[src/rtl/mips_mem_responder_if.sv]
// mips_mem_responder_if: core memory bus plus boot-loader stream and core control
interface mips_mem_responder_if #(parameter int WIDTH = 8);
  logic             memread;
  logic             memwrite;
  logic [WIDTH-1:0] adr;
  logic [WIDTH-1:0] writedata;
  logic [WIDTH-1:0] memdata;
  logic             load_valid;
  logic [WIDTH-1:0] load_data;
  logic             load_last;
  logic             load_ready;
  logic             cpu_rst;
  logic             running;
  modport master (
    output memread, memwrite, adr, writedata, load_valid, load_data, load_last,
    input  memdata, load_ready, cpu_rst, running
  );
  modport slave (
    input  memread, memwrite, adr, writedata, load_valid, load_data, load_last,
    output memdata, load_ready, cpu_rst, running
  );
endinterface

[src/rtl/mips_mem_responder.sv]
// mips_mem_responder: byte memory for the multicycle mips core with a boot-loader that holds the core in reset
module mips_mem_responder #(
  parameter int WIDTH       = 8,
  parameter int DEPTH       = 256,
  parameter int HOLD_CYCLES = 2
) (
  input logic clk,
  input logic rst,
  mips_mem_responder_if.slave bus
);
  localparam int AW = DEPTH > 1 ? $clog2(DEPTH) : 1;
  localparam int HW = HOLD_CYCLES > 1 ? $clog2(HOLD_CYCLES) : 1;
  typedef enum logic [1:0] {LOAD, HOLD, RUN} state_t;
  state_t           state;
  logic [AW-1:0]    load_ptr;
  logic [AW-1:0]    idx;
  logic [HW-1:0]    hold_cnt;
  logic [WIDTH-1:0] mem [DEPTH];
  logic             we;
  logic [AW-1:0]    waddr;
  logic [WIDTH-1:0] wdata;
  assign idx = bus.adr[AW-1:0];
  // Single write port shared by the loader (LOAD) and the core (RUN)
  always_comb begin
    we    = state == LOAD ? bus.load_valid : (state == RUN) && bus.memwrite;
    waddr = state == LOAD ? load_ptr : idx;
    wdata = state == LOAD ? bus.load_data : bus.writedata;
  end
  always_ff @(posedge clk)
    if (we) mem[waddr] <= wdata;
  // Read is combinational so the core sees pre-write data during a same-cycle write
  assign bus.memdata = (bus.running && bus.memread) ? mem[idx] : '0;
  always_ff @(posedge clk) begin
    if (rst) begin
      state          <= LOAD;
      load_ptr       <= '0;
      hold_cnt       <= '0;
      bus.cpu_rst    <= 1'b1;
      bus.running    <= 1'b0;
      bus.load_ready <= 1'b1;
    end else begin
      case (state)
        LOAD: if (bus.load_valid) begin
          load_ptr <= load_ptr + 1'b1;
          if (bus.load_last || load_ptr == AW'(DEPTH - 1)) begin
            state          <= HOLD;
            hold_cnt       <= '0;
            bus.load_ready <= 1'b0;
          end
        end
        HOLD: if (hold_cnt == HW'(HOLD_CYCLES - 1)) begin
          state       <= RUN;
          bus.cpu_rst <= 1'b0;
          bus.running <= 1'b1;
        end else begin
          hold_cnt <= hold_cnt + 1'b1;
        end
        RUN: ;
        default: state <= LOAD;
      endcase
    end
  end
endmodule

[src/flat_wrapper.sv]
// flat-port wrapper written by rule: the top's interface ports become plain ports
module mips_mem_responder_flat 
#(
  parameter int WIDTH       = 8,
  parameter int DEPTH       = 256,
  parameter int HOLD_CYCLES = 2
)
  (clk, rst, bus_memread, bus_memwrite, bus_adr, bus_writedata, bus_load_valid, bus_load_data, bus_load_last, bus_memdata, bus_load_ready, bus_cpu_rst, bus_running);
  mips_mem_responder_if #(.WIDTH(WIDTH)) bus_i ();
  input logic clk;
  input logic rst;
  input wire logic [$bits(bus_i.memread)-1:0] bus_memread;
  input wire logic [$bits(bus_i.memwrite)-1:0] bus_memwrite;
  input wire logic [$bits(bus_i.adr)-1:0] bus_adr;
  input wire logic [$bits(bus_i.writedata)-1:0] bus_writedata;
  input wire logic [$bits(bus_i.load_valid)-1:0] bus_load_valid;
  input wire logic [$bits(bus_i.load_data)-1:0] bus_load_data;
  input wire logic [$bits(bus_i.load_last)-1:0] bus_load_last;
  output wire logic [$bits(bus_i.memdata)-1:0] bus_memdata;
  output wire logic [$bits(bus_i.load_ready)-1:0] bus_load_ready;
  output wire logic [$bits(bus_i.cpu_rst)-1:0] bus_cpu_rst;
  output wire logic [$bits(bus_i.running)-1:0] bus_running;
  assign bus_i.memread = bus_memread;
  assign bus_i.memwrite = bus_memwrite;
  assign bus_i.adr = bus_adr;
  assign bus_i.writedata = bus_writedata;
  assign bus_i.load_valid = bus_load_valid;
  assign bus_i.load_data = bus_load_data;
  assign bus_i.load_last = bus_load_last;
  assign bus_memdata = bus_i.memdata;
  assign bus_load_ready = bus_i.load_ready;
  assign bus_cpu_rst = bus_i.cpu_rst;
  assign bus_running = bus_i.running;
  mips_mem_responder #(.WIDTH(WIDTH), .DEPTH(DEPTH), .HOLD_CYCLES(HOLD_CYCLES)) u_core (.clk(clk), .rst(rst), .bus(bus_i));
endmodule
[config.mk]
export PLATFORM = sky130hd
export DESIGN_NAME = mips_mem_responder_flat
export DESIGN_NICKNAME = d
export VERILOG_FILES = /design/src/rtl/mips_mem_responder_if.sv /design/src/rtl/mips_mem_responder.sv /design/src/flat_wrapper.sv
export SDC_FILE = /design/constraint.sdc
export NUM_CORES = 2
export LEC_CHECK = 0
export BUFFER_PORTS_ARGS = -buffer_cell sky130_fd_sc_hd__buf_2
export CAP_MARGIN = 20
export CORE_ASPECT_RATIO = 0.75
export CORE_MARGIN = 2
export CORE_UTILIZATION = 25
export DETAILED_ROUTE_END_ITERATION = 8
export PLACE_DENSITY = 0.44
export SYNTH_ARGS = -nofsm -noshare
export SYNTH_HDL_FRONTEND = slang
export SYNTH_SLANG_ARGS = --single-unit
[constraint.sdc]
create_clock -name clk -period 8 [get_ports clk]
set_clock_uncertainty 0.1 [all_clocks]
set_input_delay 1.6 -clock clk [delete_from_list [all_inputs] [get_ports clk]]
set_output_delay 1.6 -clock clk [all_outputs]
set_load 0.005 [all_outputs]
# Yosys cells after proc, flatten, opt, wreduce, memory -nomap -nowiden
# Memories as Yosys holds them, arrays and structs flattened.
# Cells that the tools add are included.
[word_totals] input_bits=30 ff_bits=14 mem_count=1 ram_bits=2048
[memory_table] memory="u_core.mem" words=256 word_bits=8 read_ports=1 rd_clocked_by_memory_dff=0 write_ports=1 line_no="mips_mem_responder.sv:18" rtl="logic [WIDTH-1:0] mem [DEPTH];"
[op_classes] n_reduce_logical=10 bitwise_logic=1 n_eq_ne=6 mux=14 addsub=2
[ops] op="two-way mux 8 bit" count=3
[ops] op="adder 8 x 1 -> 8 bit, second input constant" count=1
[ops] op="== test 8 bit, second input constant" count=1
[ops] op="two-way mux 1 bit" count=6
[ops] op="two-way mux 2 bit" count=3
[ops] op="case mux 2 bit (3 select lines)" count=1
[ops] op="AND reduction 3 bit" count=2
[ops] op="inequality test 2 bit, second input constant" count=2
[ops] op="AND reduction 2 bit" count=2
[ops] op="AND reduction 4 bit" count=1
[ops] op="== test 2 x 1 -> 1 bit, second input constant" count=1
[ops] op="== test 2 bit, second input constant" count=1
[ops] op="logical AND 1 bit" count=2
[ops] op="logical NOT 2 bit" count=1
[ops] op="inequality test 2 x 1 -> 1 bit, second input constant" count=1
[ops] op="case mux 1 bit (2 select lines)" count=1
[ops] op="nonzero test 2 bit" count=1
[ops] op="adder 1 bit, second input constant" count=1
[ops] op="logical OR 1 bit" count=1
[ops] op="inverter 1 bit" count=1

# Longest topological paths before layout
[depth] word_depth=5 ltp_mapped=13

# Least setup slack after synthesis
# Ideal clock, no wire load.
[synth_timing] path_type="register to register" start="register u_core.state[1]" end="memory u_core.mem[0][0] (data pin)" path_buffers=3 setup_time_ns=0.823 t_required_ns=7.077 t_arrival_ns=4.769 setup_slack_ns=2.308 period_less_slack_ns=5.692 path_stages_with_launch=7 cell_sequence="dfxtp_1 -> clkbuf_1 -> nor2_1 -> clkbuf_1 -> buf_1 -> nand2_1 -> nand2_1"
[synth_via] elab_chain_len=2
[synth_rtl] item="start, declared" line_no="mips_mem_responder.sv:14" rtl="state_t state;"
[synth_rtl] item="start signal, assigned" line_no="mips_mem_responder.sv:35" rtl="state <= LOAD;"
[synth_rtl] item="start signal, assigned" line_no="mips_mem_responder.sv:46" rtl="state <= HOLD;"
[synth_rtl] item="start signal, assigned" line_no="mips_mem_responder.sv:52" rtl="state <= RUN;"
[synth_rtl] item="logical NOT 2 bit" line_no="mips_mem_responder.sv:27" rtl="wdata = state == LOAD ? bus.load_data : bus.writedata;"
[synth_rtl] item="two-way mux 8 bit" line_no="mips_mem_responder.sv:27"
[synth_rtl] item="via u_core.wdata[0]" line_no="mips_mem_responder.sv:21" rtl="logic [WIDTH-1:0] wdata;"
[synth_rtl] item="end, declared" line_no="mips_mem_responder.sv:18"
# The timed path passes the listed nets, and every way through them passes these cells.

# Final worst setup path
[layout_timing] start="input port bus_adr[2]" end="output port bus_memdata[4]"
[layout_via] elab_chain_len=2
[layout_rtl] item="start, declared" line_no="flat_wrapper.sv:14" rtl="input wire logic [$bits(bus_i.adr)-1:0] bus_adr;"
[layout_rtl] item="memory read (256 x 8 bit)"
[layout_rtl] item="two-way mux 8 bit" line_no="mips_mem_responder.sv:32" rtl="assign bus.memdata = (bus.running && bus.memread) ? mem[idx] : '0;"
[layout_rtl] item="end, declared" line_no="flat_wrapper.sv:19" rtl="output wire logic [$bits(bus_i.memdata)-1:0] bus_memdata;"
# Every way passes these cells.

==> metrics list <==
* Outcome: completed
- Depth of the CTS H-tree: 4
- Summed over all nets, the half-perimeter wirelength after detailed placement is 171,000 um.
* Worst ir drop on vdd: 0.000143 V
- Largest net degree at the start of global routing: 169
- The worst path in the final design needs a cycle of 7.39 ns, including I/O delays and setup.
- Nature of the critical path startpoint: input pin
* GRT Overall Usage: 0.154
- # Post-CTS Setup Buffers: 0
* #FFs+latches synth: 2,062
- Dividing total power by cell area gives a power density of 244 nW/um^2.
- Fraction of registers with async set/reset: 0
- After detailed routing, the number of remaining DRC violations is 0.
- Worst Path Class, Setup: in -> out
- Total buffers and inverters traversed by the critical path: 5
- Relative contribution of the clock network to total power: 0.404
- In the routed layout, each cell is associated on average with a via count of 4.88.
- Summed over all cells, the static leakage comes to 28.4 nW.
* Setup repair after global routing missed its margin: false
- Delay of the slowest critical-path stage: 1.12 ns
- By instance count, the cell type seen most on the critical path is buf_4.
- Hold violation total from the final report: 0
* Pin slew with the least headroom to its limit: 1.32 ns
- Initial Utilization: 0.251
- Post-placement setup slack: 0.342 ns
* CTS tree: built
* Fin util: 0.288
- Of the total power, registers draw 0.532.
- During synthesis, Yosys emitted a total of 0 warnings.
- Number of optimization iterations in the first detailed-route pass: 6
- Slowest cell on the critical path: a2111oi_0
* Antenna-violating nets left: 0
* Fin. max-slew vios: 0
- Overall die width: 663 um
- Detailed routing inserted a total of 42,588 vias.
* Routability congestion estimate: 0.864
- Worst slew slack as a fraction of its limit: 0.0956
- Final total negative setup slack: 0 ns
- Fin nets: 4,312
- The via count of the first global-routing pass was 41,696.
- Number of antenna violations at the first check in global routing: 19
- Die Footprint: 330,000 sq um
* Distinct cell type count of the synthesized netlist: 75
* Global-route wire length before repair: 356,000 um
- Total wirelength of the detailed-routed design: 261,000 um
- After routing the design area is 93,300 sq um.
* Signed area change from the synthesized netlist to the final layout: 14.6%
- In this run, synthesis inferred 2,048 flip-flops with an integrated enable.
- The worst path meets setup with 0.608 ns of slack.
* PortBufs: 40
- Buffer levels on the longest clock path: 4
* Maximum fanout along the worst path: 31
- Ratio of final minimum period to clock period: 0.924
- Largest delay share family, worst path: buffers and inverters
- WL per Instance: 29.9 um
- The cell area that synthesis handed to floorplanning was 81,400 sq um.
- After the first detailed-routing iteration, the DRC count stood at 5,116.
* Portion of the post-synthesis area used by sequential elements: 0.759
- Hold Path Class: reg -> reg
* Final-report setup violation count: 0
* Post-synthesis cell count: 4,109
- At the later pin of the worst-skew pair, clock insertion delay measures 0.89 ns.
- Dividing the synthesized area by the synthesized cell count gives 19.8 sq um.
* Floorplan row count: 181
- Total power for the finished layout comes to 22.8 mW.
- Worst EP arrival: 5.69 ns
- Across the run, the number of max-cap violations was 0.
* Setup crit end kind: output port
- TritonCTS created 202 clock buffers.
- Core Area: 324,000 sq um
- For this design, the CTS-stage hold fixing added 0 buffers.
* Area after DPL: 87,100 sq um
- The number of nets handed over by synthesis was 4,140.
- Clock-pin slew reported for the worst setup and hold paths after clock tree synthesis: 0.06 ns
- CTS placed an instance of clkbuf_16 at the clock tree root.
- Combinational Power Share: 0.064
- The signal on the critical path passes through buf_4, clkinv_2, buf_4, buf_4, a2111oi_0, nor4_1, nand3_1, o32ai_2, buf_2.
- Timing would allow up to 135 MHz.
- Fraction of final layout cells sized beyond drive strength 1: 0.195
- Worst endpoint required time: 6.30 ns
- During I/O placement, the number of pins put on the boundary was 41.
* Clk sink count: 2,062
- Residual overflow from global routing: 0
- The internal portion of the total power is 17.5 mW.
* Resize count post-CTS: 0
* Vertical die dimension: 498 um
- For this run, the leading register cell type out of synthesis is edfxtp_1.
* Switching pwr: 5.24 mW
- Switching part of the total power: 0.230
==> through the flow <==
| step | hold WS (ns) | instances |
|---|---|---|
| 2_1_floorplan | 0.350 | 4109 |
| 4_1_cts | 0.358 | 8725 |
| 3_3_place_gp | 0.333 | 8364 |
| 3_5_place_dp | 0.342 | 8371 |
| 6_report | 0.355 | 8735 |
| 5_1_grt | 0.373 | 8732 |
==> cells in the mapped netlist (23+ instances only) <==
cell type | instances | area, sq um
nor3_1 | 88 | 440
o22ai_1 | 96 | 601
nor2_1 | 313 | 1170
clkbuf_1 | 97 | 364
mux4_2 | 350 | 7880
a21oi_1 | 48 | 240
nand2_1 | 122 | 458
o21ai_0 | 57 | 285
buf_2 | 46 | 230
buf_6 | 36 | 405
nand3_1 | 39 | 195
mux4_1 | 32 | 841
mux2i_1 | 274 | 2740
buf_4 | 33 | 248
a2111oi_0 | 23 | 201
o221ai_1 | 81 | 709
edfxtp_1 | 2048 | 61500
==> power groups by stage <==
stage / sequential [mW] / clock, mW / combinational, mW
after floorplan: 12.4 / 0 / 0.760
after global placement: 12.3 / 0 / 1.45
after detailed placement: 12.3 / 0 / 1.46
after CTS: 12.1 / 9.38 / 1.47
after global routing: 12.1 / 9.79 / 1.53
final: 12.1 / 9.19 / 1.46
==> worst paths after layout <==
| kind | startpoint | endpoint | slack [ns] | cells past startpoint |
|---|---|---|---|---|
| max reg2reg | u_core.state[1] | u_core.mem[2][5] | 3.49 | 5 |
| max | bus_adr[2] | bus_memdata[4] | 0.61 | 9 |
| min reg2reg | u_core.bus.cpu_rst | u_core.bus.cpu_rst | 0.36 | 1 |
| min | u_core.bus.cpu_rst | u_core.bus.cpu_rst | 0.36 | 1 |
==> cell usage in the layout (no fill, tap or decap), drive strengths merged, types with 39 or more instances in the layout <==
cell	n
mux4	382
nand2	123
clkbuf	250
nor3	88
nor2	313
a21oi	48
buf	222
o22ai	96
o221ai	82
o21ai	59
mux2i	274
nand3	39
edfxtp	2048
clkinv	85
==> state kept, by name (all words and copies together), names as in the netlist <==
signal / count
u_core.mem: 2048
u_core.state: 2
u_core.bus.load_ready: 1
u_core.bus.cpu_rst: 1
u_core.bus.running: 1
u_core.load_ptr: 8
u_core.hold_cnt: 1
==> cell families after synthesis <==
logic type | share of synthesized area
flip-flops | 0.759
AND/OR/NAND/NOR | 0.0396
multiplexers | 0.141
AO/OA/AOI/OAI | 0.0370
buffers and inverters | 0.0220
XOR/XNOR | 0.000646
adder cells (fa/ha/maj) | 0.000154
==> layer usage <==
| metal | part of all wire | global-route usage | up-vias |
|---|---|---|---|
| met4 | 0.024 | 0.0363 | 6 |
| li1 | - | - | 17410 |
| met2 | 0.43 | 0.222 | 1699 |
| met3 | 0.082 | 0.0367 | 300 |
| met5 | 0.00012 | 0 | - |
| met1 | 0.47 | 0.230 | 23173 |
==> cell type report <==
cell class              instances  area (sq um)
flip-flops and latches       2062         61800
fillers                     31744        231000
clock inverters               105           830
diodes                          4          10.0
inverters                       5          22.5
repair buffers                224          2030
multi-input cells            1786         17900
well taps                    4300          5380
clock buffers                 249          5270
(Power assumes the default switching activity.)
